<file path="src/rtl/demux4_router_if.sv">
// Bundle of the demux4_router val/rdy streams: one tagged input stream and
// four output ports. The router sits on the slave side. The producer and the
// consumers sit together on the master side.
interface demux4_router_if #(
  parameter int p_nbits = 32
);
  logic               in_val;
  logic               in_rdy;
  logic [1:0]         in_dest;
  logic [p_nbits-1:0] in_msg;
  logic [3:0]         out_val;
  logic [3:0]         out_rdy;
  logic [p_nbits-1:0] out0_msg;
  logic [p_nbits-1:0] out1_msg;
  logic [p_nbits-1:0] out2_msg;
  logic [p_nbits-1:0] out3_msg;

  modport master (
    output in_val, in_dest, in_msg, out_rdy,
    input  in_rdy, out_val, out0_msg, out1_msg, out2_msg, out3_msg
  );

  modport slave (
    input  in_val, in_dest, in_msg, out_rdy,
    output in_rdy, out_val, out0_msg, out1_msg, out2_msg, out3_msg
  );
endinterface

</file>
<file path="src/rtl/demux4_router.sv">
// 1-to-4 val/rdy demultiplexer. Each output port has its own one-entry
// register, so a message takes one cycle from input to output. A port that
// is stalled only holds back messages addressed to that port.
module demux4_router #(
  parameter int p_nbits = 32
) (
  input logic            clk,
  input logic            reset,
  demux4_router_if.slave bus
);

  logic [3:0]         full_q;
  logic [3:0]         full_d;
  logic [p_nbits-1:0] data_q [4];
  logic [p_nbits-1:0] data_d [4];
  logic               in_rdy;
  logic               fire;
  logic [3:0]         deq;

  // Accept when the addressed slot is empty or is being drained this cycle.
  // The path from out_rdy to in_rdy lets a full port keep one message per
  // cycle flowing.
  assign in_rdy = !reset && (!full_q[bus.in_dest] || bus.out_rdy[bus.in_dest]);
  assign fire   = bus.in_val && in_rdy;
  assign deq    = full_q & bus.out_rdy;

  // Per-port next state: a dequeue clears the slot and an enqueue sets it.
  // When both happen on the same edge the enqueue wins, so the slot refills.
  always_comb begin
    // NOTE: every output of this block gets a default first, so no path leaves one unassigned and no latch is inferred.
    full_d = full_q;
    for (int i = 0; i < 4; i++) begin
      data_d[i] = data_q[i];
      if (deq[i]) begin
        full_d[i] = 1'b0;
      end
      if (fire && (bus.in_dest == 2'(i))) begin
        full_d[i] = 1'b1;
        data_d[i] = bus.in_msg;
      end
    end
  end

  // Port registers. Reset is asynchronous and discards any buffered messages.
  always_ff @(posedge clk or posedge reset) begin
    if (reset) begin
      full_q <= '0;
      // NOTE: the payload registers are reset too, because the outN_msg outputs must read zero while reset is held.
      for (int i = 0; i < 4; i++) begin
        data_q[i] <= '0;
      end
    end else begin
      // NOTE: sequential state uses non-blocking assignments only, so every register samples its pre-edge value.
      full_q <= full_d;
      for (int i = 0; i < 4; i++) begin
        data_q[i] <= data_d[i];
      end
    end
  end

  assign bus.in_rdy   = in_rdy;
  assign bus.out_val  = full_q;
  assign bus.out0_msg = data_q[0];
  assign bus.out1_msg = data_q[1];
  assign bus.out2_msg = data_q[2];
  assign bus.out3_msg = data_q[3];

endmodule

</file>
<file path="src/flat_wrapper.sv">
// flat-port wrapper written by rule: the top's interface ports become plain ports
module demux4_router_flat 
#(
  parameter int p_nbits = 32
)
  (clk, reset, bus_in_val, bus_in_dest, bus_in_msg, bus_out_rdy, bus_in_rdy, bus_out_val, bus_out0_msg, bus_out1_msg, bus_out2_msg, bus_out3_msg);
  demux4_router_if #(.p_nbits(p_nbits)) bus_i ();
  input logic clk;
  input logic reset;
  input wire logic [$bits(bus_i.in_val)-1:0] bus_in_val;
  input wire logic [$bits(bus_i.in_dest)-1:0] bus_in_dest;
  input wire logic [$bits(bus_i.in_msg)-1:0] bus_in_msg;
  input wire logic [$bits(bus_i.out_rdy)-1:0] bus_out_rdy;
  output wire logic [$bits(bus_i.in_rdy)-1:0] bus_in_rdy;
  output wire logic [$bits(bus_i.out_val)-1:0] bus_out_val;
  output wire logic [$bits(bus_i.out0_msg)-1:0] bus_out0_msg;
  output wire logic [$bits(bus_i.out1_msg)-1:0] bus_out1_msg;
  output wire logic [$bits(bus_i.out2_msg)-1:0] bus_out2_msg;
  output wire logic [$bits(bus_i.out3_msg)-1:0] bus_out3_msg;
  assign bus_i.in_val = bus_in_val;
  assign bus_i.in_dest = bus_in_dest;
  assign bus_i.in_msg = bus_in_msg;
  assign bus_i.out_rdy = bus_out_rdy;
  assign bus_in_rdy = bus_i.in_rdy;
  assign bus_out_val = bus_i.out_val;
  assign bus_out0_msg = bus_i.out0_msg;
  assign bus_out1_msg = bus_i.out1_msg;
  assign bus_out2_msg = bus_i.out2_msg;
  assign bus_out3_msg = bus_i.out3_msg;
  demux4_router #(.p_nbits(p_nbits)) u_core (.clk(clk), .reset(reset), .bus(bus_i));
endmodule
</file>
<file path="config.mk">
export PLATFORM = sky130hd
export DESIGN_NAME = demux4_router_flat
export DESIGN_NICKNAME = d
export VERILOG_FILES = /design/src/rtl/demux4_router_if.sv /design/src/rtl/demux4_router.sv /design/src/flat_wrapper.sv
export SDC_FILE = /design/constraint.sdc
export NUM_CORES = 1
export LEC_CHECK = 0
export CORE_MARGIN = 2
export CORE_UTILIZATION = 60
export CTS_CLUSTER_DIAMETER = 150
export DETAILED_ROUTE_END_ITERATION = 10
export DONT_BUFFER_PORTS = 1
export PLACE_DENSITY = 0.76
export SLEW_MARGIN = 0
export SYNTH_ARGS = -nofsm -noshare
export SYNTH_HDL_FRONTEND = slang
export SYNTH_SLANG_ARGS = --single-unit
</file>
<file path="constraint.sdc">
create_clock -name clk -period 7.15 [get_ports clk]
set_input_delay 0.715 -clock clk [delete_from_list [all_inputs] [get_ports clk]]
set_output_delay 0.715 -clock clk [all_outputs]
set_load 0.1 [all_outputs]
</file>
==> results.txt, run 1 <==
Post-route DRC -> 0
Largest net degree at the start of global routing -> 69
Status -> completed
Final wirelength -> 10200 um
Clk slew on worst S/H paths -> 0.06 ns
Starting density of the core -> 0.611
Distinct cell type count after synthesis -> 19
RR Startpoint -> u_core.bus.out_val[2]$_DFFE_PP0P_
DRT Pass-1 Iters -> 4
Post-CTS Hold Buffers -> 0
Count of flip-flops with a built-in enable after synthesis -> 0
Setup crit start kind -> flop
Mapped Area -> 5280 um^2
Final hold vios -> 0
Worst slew pin tran -> 1.23 ns
Fin. max-slew vios -> 0
Synthesis Warnings -> 0
Fin nets -> 340
RR Endpoint -> u_core.bus.out2_msg[13]$_DFFE_PP0P_
CORE AREA -> 8640 um^2
Final Wtd Congestion -> 0.778
First-pass GRT wire length -> 16100 um
CTS tree -> built
Worst setup EP type -> output port
F_max -> 292 MHz
Slew HR -> 0.179
Setup slack, reg-to-reg -> 4.49 ns
# Post-CTS Setup Buffers -> 0
Hold Path Class -> in2async
Required time worst endpoint -> 6.43 ns
Most frequent cell after synthesis -> dfrtp_1
Routed Antenna Nets -> 0
Via density -> 5.91
Max-Cap Viols -> 0
Die Span Y -> 97.8 um
Vias in the first global route -> 2757
Htree depth -> 4
Final setup vio count -> 0
Inserted Diodes -> 0
Synth top area share -> 0.626
Clk buf depth -> 2
Dpl hpwl -> 6310 um
Rows -> 34
Pre-CTS setup slack -> 3.81 ns
Placed cell area -> 5280 um^2
Layout cell share with drive strength beyond 1 -> 0.478
Synthesized Nets -> 335
Clk Latency, worst-skew pair -> 0.51 ns
IO Port Bufs -> 0
Async SR Flop Fraction -> 1.00
Routed vias -> 2481
DR WL/cell -> 24.3 um
RSZ-0062 raised after global routing -> false
Setup TNS -> 0 ns
Min Hold Slack -> 0.226 ns
Post-cts sizing count -> 0
Period utilisation layout -> 0.480
Crit Path Max Fanout -> 3
Clk sink count -> 132
Cells after Synth -> 294
Clock buffer count from CTS -> 17
Main synth FF type -> dfrtp_1
DRT iter0 DRCs -> 49
Gr ovfl total -> 0
Root Driver -> clkbuf_8
Area leader, netlist -> dfrtp_1
Synth Area per Inst -> 17.9 um^2
Reg2reg path depth -> 3
Slack of the critical path -> 3.72 ns
Chip Width -> 97.8 um
Post-layout instance area -> 5960 um^2
GRT Total Usage -> 0.222
Area Overhead vs Synth -> 13.0%
Full die area -> 9560 um^2
IO Pins -> 174
Arrival @ worst endpoint -> 2.71 ns
Seq cells post-synth -> 132
Tmin final -> 3.43 ns
Antenna violations before repair -> 0
Commonest cells in the netlist -> 132 x dfrtp_1, 58 x mux2_4, 51 x mux2_2
Crit Path Class -> reg2out
Ranking of synthesized cells by area -> dfrtp_1 63%, mux2_4 17%, mux2_2 11%
Skew final -> 0.00784 ns
Sequential element share of the synthesized area -> 0.626
through the flow:
stage          cells   util
2_1_floorplan    294      -
3_3_place_gp     388  0.612
3_5_place_dp     388  0.612
4_1_cts          420  0.690
5_1_grt          420  0.690
6_report         420  0.690
cell families (layout without fill, tap and decap cells):
kind of cell	Yosys count	after routing	share of synthesized area
flip-flops	132	132	0.626
multiplexers	129	129	0.316
buffers and inverters	16	34	0.0280
AND/OR/NAND/NOR	15	15	0.0270
AO/OA/AOI/OAI	2	2	0.00261
registers in the layout, indices dropped and copies added, names as in the netlist:
register             count
u_core.bus.out0_msg     32
u_core.bus.out1_msg     32
u_core.bus.out2_msg     32
u_core.bus.out3_msg     32
u_core.bus.out_val       4
cells in the final DEF, fill, tap and decap left out, types with 4 or more instances in the layout:
cell,Yosys,final
clkbuf_8,0,4
mux2_4,58,58
nand2b_1,4,4
clkbuf_16,0,16
dfrtp_1,132,132
bufinv_16,0,6
mux2_1,19,19
nand2_1,4,4
mux2_2,51,51
worst max-delay path: stages, from the launching register on:
cell      delay (ns)
dfrtp_1         0.74
nand2b_1        0.40
mux2i_1         0.13
a21oi_2         0.93
cell type report:
cell class,count,area (um^2)
clock buffers,20,455
clock inverters,12,224
fillers,565,2680
inverters,1,6.26
multi-input cells,146,1830
flip-flops and latches,132,3300
well taps,108,135
repair buffers,1,7.51
how the worst max path moves through the flow:
stage / start / to / slack, ns
4_1_cts: u_core.bus.out_val[2]$_DFFE_PP0P_ / bus_in_rdy / 3.69
3_5_place_dp: reset / bus_in_rdy / 3.81
2_1_floorplan: reset / bus_in_rdy / 0.78
6_report: u_core.bus.out_val[2]$_DFFE_PP0P_ / bus_in_rdy / 3.72
3_3_place_gp: reset / bus_in_rdy / 3.84
5_1_grt: u_core.bus.out_val[3]$_DFFE_PP0P_ / bus_in_rdy / 3.60
per-layer routing:
metal | track usage | part of all wire
met1 | 0.263 | 0.39
met4 | 0.0791 | 0.014
met5 | 0 | 0
met2 | 0.348 | 0.50
met3 | 0.121 | 0.098
Power of run 1 is not shown: default switching activity piles up to over one toggle a cycle in this logic, so the estimate is an artifact.
==> inputs of run 2 (changes only) <==
clock period = 3.3 ns   (was 7.15 ns; I/O delays follow)
==> results.txt, run 2 (synthesis gave the netlist of run 1 again) <==
Status -> complete, but fails checks
Failing checks -> hold timing
Full die area -> 9560 um^2
Reg2reg path depth -> 4
Fin nets -> 379
Routed vias -> 2635
DR WL/cell -> 22.9 um
IO Port Bufs -> 0
# Post-CTS Setup Buffers -> 0
First-pass GRT wire length -> 16700 um
Skew final -> 0.00983 ns
Clk sink count -> 132
Die Span Y -> 97.8 um
CORE AREA -> 8640 um^2
Clk Latency, worst-skew pair -> 0.50 ns
Slowest stage delay, CP -> 0.63 ns
Largest net degree at the start of global routing -> 70
Clk buf depth -> 2
Critical path buffer and inverter count -> 1
CTS tree -> built
WP depth -> 4
Final setup vio count -> 0
Clk slew on worst S/H paths -> 0.06 ns
Commonest non-fill, non-tap cell in the layout -> dfrtp_1
Area Overhead vs Synth -> 18.0%
Final wirelength -> 10500 um
Hold Path Class -> in2async
Fin. max-slew vios -> 0
Slowest CP cell -> a21oi_4
Post-cts sizing count -> 0
Clock buffer count from CTS -> 17
Kind of cell adding the most delay to the critical path -> compound AO/OA/AOI/OAI gates
Htree depth -> 4
Required time worst endpoint -> 2.97 ns
Vias in the first global route -> 2881
Via density -> 5.75
Chip Width -> 97.8 um
Crit Path Max Fanout -> 3
F_max -> 407 MHz
Final hold vios -> 28
Slew HR -> 0.371
Final Wtd Congestion -> 0.727
Starting density of the core -> 0.611
Max-Cap Viols -> 0
Layout cell share with drive strength beyond 1 -> 0.443
Period utilisation layout -> 0.745
Dpl hpwl -> 6660 um
GRT Total Usage -> 0.228
Crit Path Class -> reg2out
Antenna violations before repair -> 0
Rows -> 34
Gr ovfl total -> 0
Final core utilization -> 0.721
Inserted Diodes -> 0
Worst slew pin tran -> 0.943 ns
Most frequent cells in the layout -> 132 x dfrtp_1, 58 x mux2_4, 51 x mux2_2, 32 x dlygate4sd3_1, 19 x mux2_1
Worst setup EP type -> output port
Post-route DRC -> 0
Arrival @ worst endpoint -> 2.13 ns
Routed Antenna Nets -> 0
Tmin final -> 2.46 ns
RSZ-0062 raised after global routing -> false
DRT Pass-1 Iters -> 4
Fillers -> 545
Min Hold Slack -> -0.0166 ns
CP cell instances -> buf_4 > nand2b_1 > mux2i_1 > a21oi_4
IO Pins -> 174
DRT iter0 DRCs -> 55
Root Driver -> clkbuf_8
Setup crit start kind -> flop
run 2: cell count changes in the layout (fill, tap and decap cells not counted), sizes merged:
cell	change
inv	-1
dlygate4sd3	+32
buf	+7
clkinv	+4
clkbuf	-2
bufinv	-4
clkinvlp	+2
run 2: area by class of cell:
cell class,count,area [um^2],area share
repair buffers,40,380,0.0611
flip-flops and latches,132,3300,0.531
multi-input cells,146,1840,0.295
inverters,1,7.51,0.00121
clock inverters,13,135,0.0217
well taps,108,135,0.0217
clock buffers,18,428,0.0687
run 2: layer usage:
layer | GRT usage | vias to the layer above | routed length (um)
met5 | 0 | - | 0
met4 | 0.0759 | 0 | 153
met3 | 0.105 | 13 | 967
met2 | 0.352 | 113 | 5040
met1 | 0.288 | 1383 | 4320
li1 | - | 1126 | -
run 2: per-stage QoR:
| stage | TNS (ns) | setup WS, ns | cells | area (um^2) |
|---|---|---|---|---|
| 2_1_floorplan | -0.0440 | -0.0440 | 294 | 5290 |
| 3_3_place_gp | 0 | 0.937 | 395 | 5340 |
| 3_5_place_dp | 0 | 0.851 | 395 | 5340 |
| 4_1_cts | 0 | 0.815 | 458 | 6230 |
| 5_1_grt | 0 | 0.773 | 458 | 6230 |
| 6_report | 0 | 0.840 | 458 | 6230 |
run 2: final timing paths:
path | start | slack (ns) | to
worst min-delay path | reset | -0.02 | u_core.bus.out_val[1]$_DFFE_PP0P_
min in group clk | bus_out_rdy[0] | 0.09 | u_core.bus.out_val[0]$_DFFE_PP0P_
max in group asynchronous | reset | 2.72 | u_core.bus.out0_msg[31]$_DFFE_PP0P_
worst max-delay path | u_core.bus.out_val[3]$_DFFE_PP0P_ | 0.84 | bus_in_rdy
worst min register to register | u_core.bus.out_val[0]$_DFFE_PP0P_ | 0.56 | u_core.bus.out_val[0]$_DFFE_PP0P_
worst max register to register | u_core.bus.out_val[2]$_DFFE_PP0P_ | 1.05 | u_core.bus.out2_msg[24]$_DFFE_PP0P_
run 2: timing repair:
item,in CTS,in global routing
endpoints found under the hold margin,128,0
hold buffers,32,0
endpoints found under the setup margin,0,0
run 2: worst reg2reg max path, stage by stage, from the launching register on:
cell      delay [ns]
dfrtp_1         0.36
buf_4           0.23
nand2b_1        0.23
nand4b_4        0.74
mux2_4          0.58
Power of run 2 is left out for the same reason.
==> inputs of run 3 (changes only) <==
clock period = 2.5 ns   (was 3.3 ns; I/O delays follow)
==> results.txt, run 3 (synthesis gave the netlist of run 1 again) <==
F_max -> 474 MHz
Starting density of the core -> 0.611
Gr ovfl total -> 0
Hold Path Class -> in2reg
CTS tree -> built
Largest net degree at the start of global routing -> 133
Routed Antenna Nets -> 0
Crit Path Class -> reg2out
GR Util met3 -> 0.101
Clk slew on worst S/H paths -> 0.06 ns
Final core utilization -> 0.737
Worst setup EP type -> output port
Root Driver -> clkbuf_8
Dpl hpwl -> 6800 um
IO Pins -> 174
DRT Pass-1 Iters -> 4
Slowest stage delay, CP -> 0.63 ns
Final wirelength -> 11000 um
Fin nets -> 382
Final setup vio count -> 0
Post-cts sizing count -> 0
Via density -> 5.75
Arrival @ worst endpoint -> 1.86 ns
Clock buffer count from CTS -> 17
Non-Filler Instances -> 461
RSZ-0062 raised after global routing -> false
Chip Width -> 97.8 um
Most frequent cells in the layout -> 132 x dfrtp_1, 58 x mux2_4, 51 x mux2_2, 34 x dlygate4sd3_1, 19 x mux2_1
Commonest non-fill, non-tap cell in the layout -> dfrtp_1
Htree depth -> 4
Clk sink count -> 132
Clk Latency, worst-skew pair -> 0.50 ns
GRT Total Usage -> 0.238
DR WL/cell -> 23.8 um
Placed cell area -> 5390 um^2
Post-route DRC -> 0
CORE AREA -> 8640 um^2
Min Hold Slack -> 0.0196 ns
Fin. max-slew vios -> 0
GR Util met2 -> 0.382
Clk buf depth -> 2
Status -> completed
Rows -> 34
IO Port Bufs -> 0
Final hold vios -> 0
Period utilisation layout -> 0.844
First-pass GRT wire length -> 17300 um
DRT iter0 DRCs -> 46
Met1 usage -> 0.295
Full die area -> 9560 um^2
GRT busiest layer -> met2
Layout cell share with drive strength beyond 1 -> 0.439
CP cell instances -> nand2b_1 > o311ai_0 > a21oi_4
Worst slew pin tran -> 0.949 ns
Tmin final -> 2.11 ns
Die Span Y -> 97.8 um
Inserted Diodes -> 0
Placed Cells -> 396
Routed vias -> 2653
Vias in the first global route -> 2901
Area Overhead vs Synth -> 20.6%
Crit Path Max Fanout -> 3
Final Wtd Congestion -> 0.741
Kind of cell adding the most delay to the critical path -> compound AO/OA/AOI/OAI gates
Slowest CP cell -> a21oi_4
Skew final -> 0.00736 ns
Fillers -> 512
Required time worst endpoint -> 2.25 ns
Antenna violations before repair -> 0
Slew HR -> 0.367
Post-layout instance area -> 6360 um^2
Max-Cap Viols -> 0
Setup crit start kind -> flop
Critical path buffer and inverter count -> 0
==> run 3: cell count changes in the layout (fill, tap and decap cells not counted), sizes merged <==
cell / before / now
clkinv: 8 / 4
bufinv: 2 / 5
dlygate4sd3: 32 / 34
buf: 8 / 9
clkbuf: 18 / 19
clkinvlp: 3 / 2
inv: 1 / 2
==> run 3: final cells by class <==
cell class              instances  area, um^2  area share
multi-input cells             146        1840       0.289
clock inverters                12         203      0.0319
repair buffers                 43         445      0.0700
inverters                       1        7.51     0.00118
clock buffers                  19         432      0.0678
well taps                     108         135      0.0212
flip-flops and latches        132        3300       0.519
==> run 3: metal layers <==
metal	share of wire	routed length (um)
met1	0.40	4350
met5	0	0
met4	0.011	125
met2	0.51	5550
met3	0.085	927
==> run 3: path summary, 6_finish.rpt <==
path	end	cells after the start	start	slack (ns)
max	bus_in_rdy	3	u_core.bus.out_val[0]$_DFFE_PP0P_	0.39
min	u_core.bus.out_val[0]$_DFFE_PP0P_	2	bus_out_rdy[0]	0.02
max reg2reg	u_core.bus.out1_msg[15]$_DFFE_PP0P_	3	u_core.bus.out_val[1]$_DFFE_PP0P_	0.55
min reg2reg	u_core.bus.out_val[0]$_DFFE_PP0P_	2	u_core.bus.out_val[0]$_DFFE_PP0P_	0.58
max in group asynchronous	u_core.bus.out3_msg[27]$_DFFE_PP0P_	3	reset	1.55
min in group asynchronous	u_core.bus.out1_msg[8]$_DFFE_PP0P_	3	reset	0.46
==> run 3: repair_timing <==
| action | in CTS | in global routing |
|---|---|---|
| buffers inserted | 0 | 0 |
| endpoints found under the hold margin | 261 | 0 |
| hold buffers | 34 | 0 |
| endpoints found under the setup margin | 0 | 0 |
==> run 3: per-stage QoR <==
stage	TNS [ns]	worst slack, ns
global placement	0	0.551
CTS	0	0.347
global route	0	0.256
finish	0	0.390
detailed placement	0	0.541
floorplan	-0.684	-0.684
Power of run 3 is left out for the same reason.
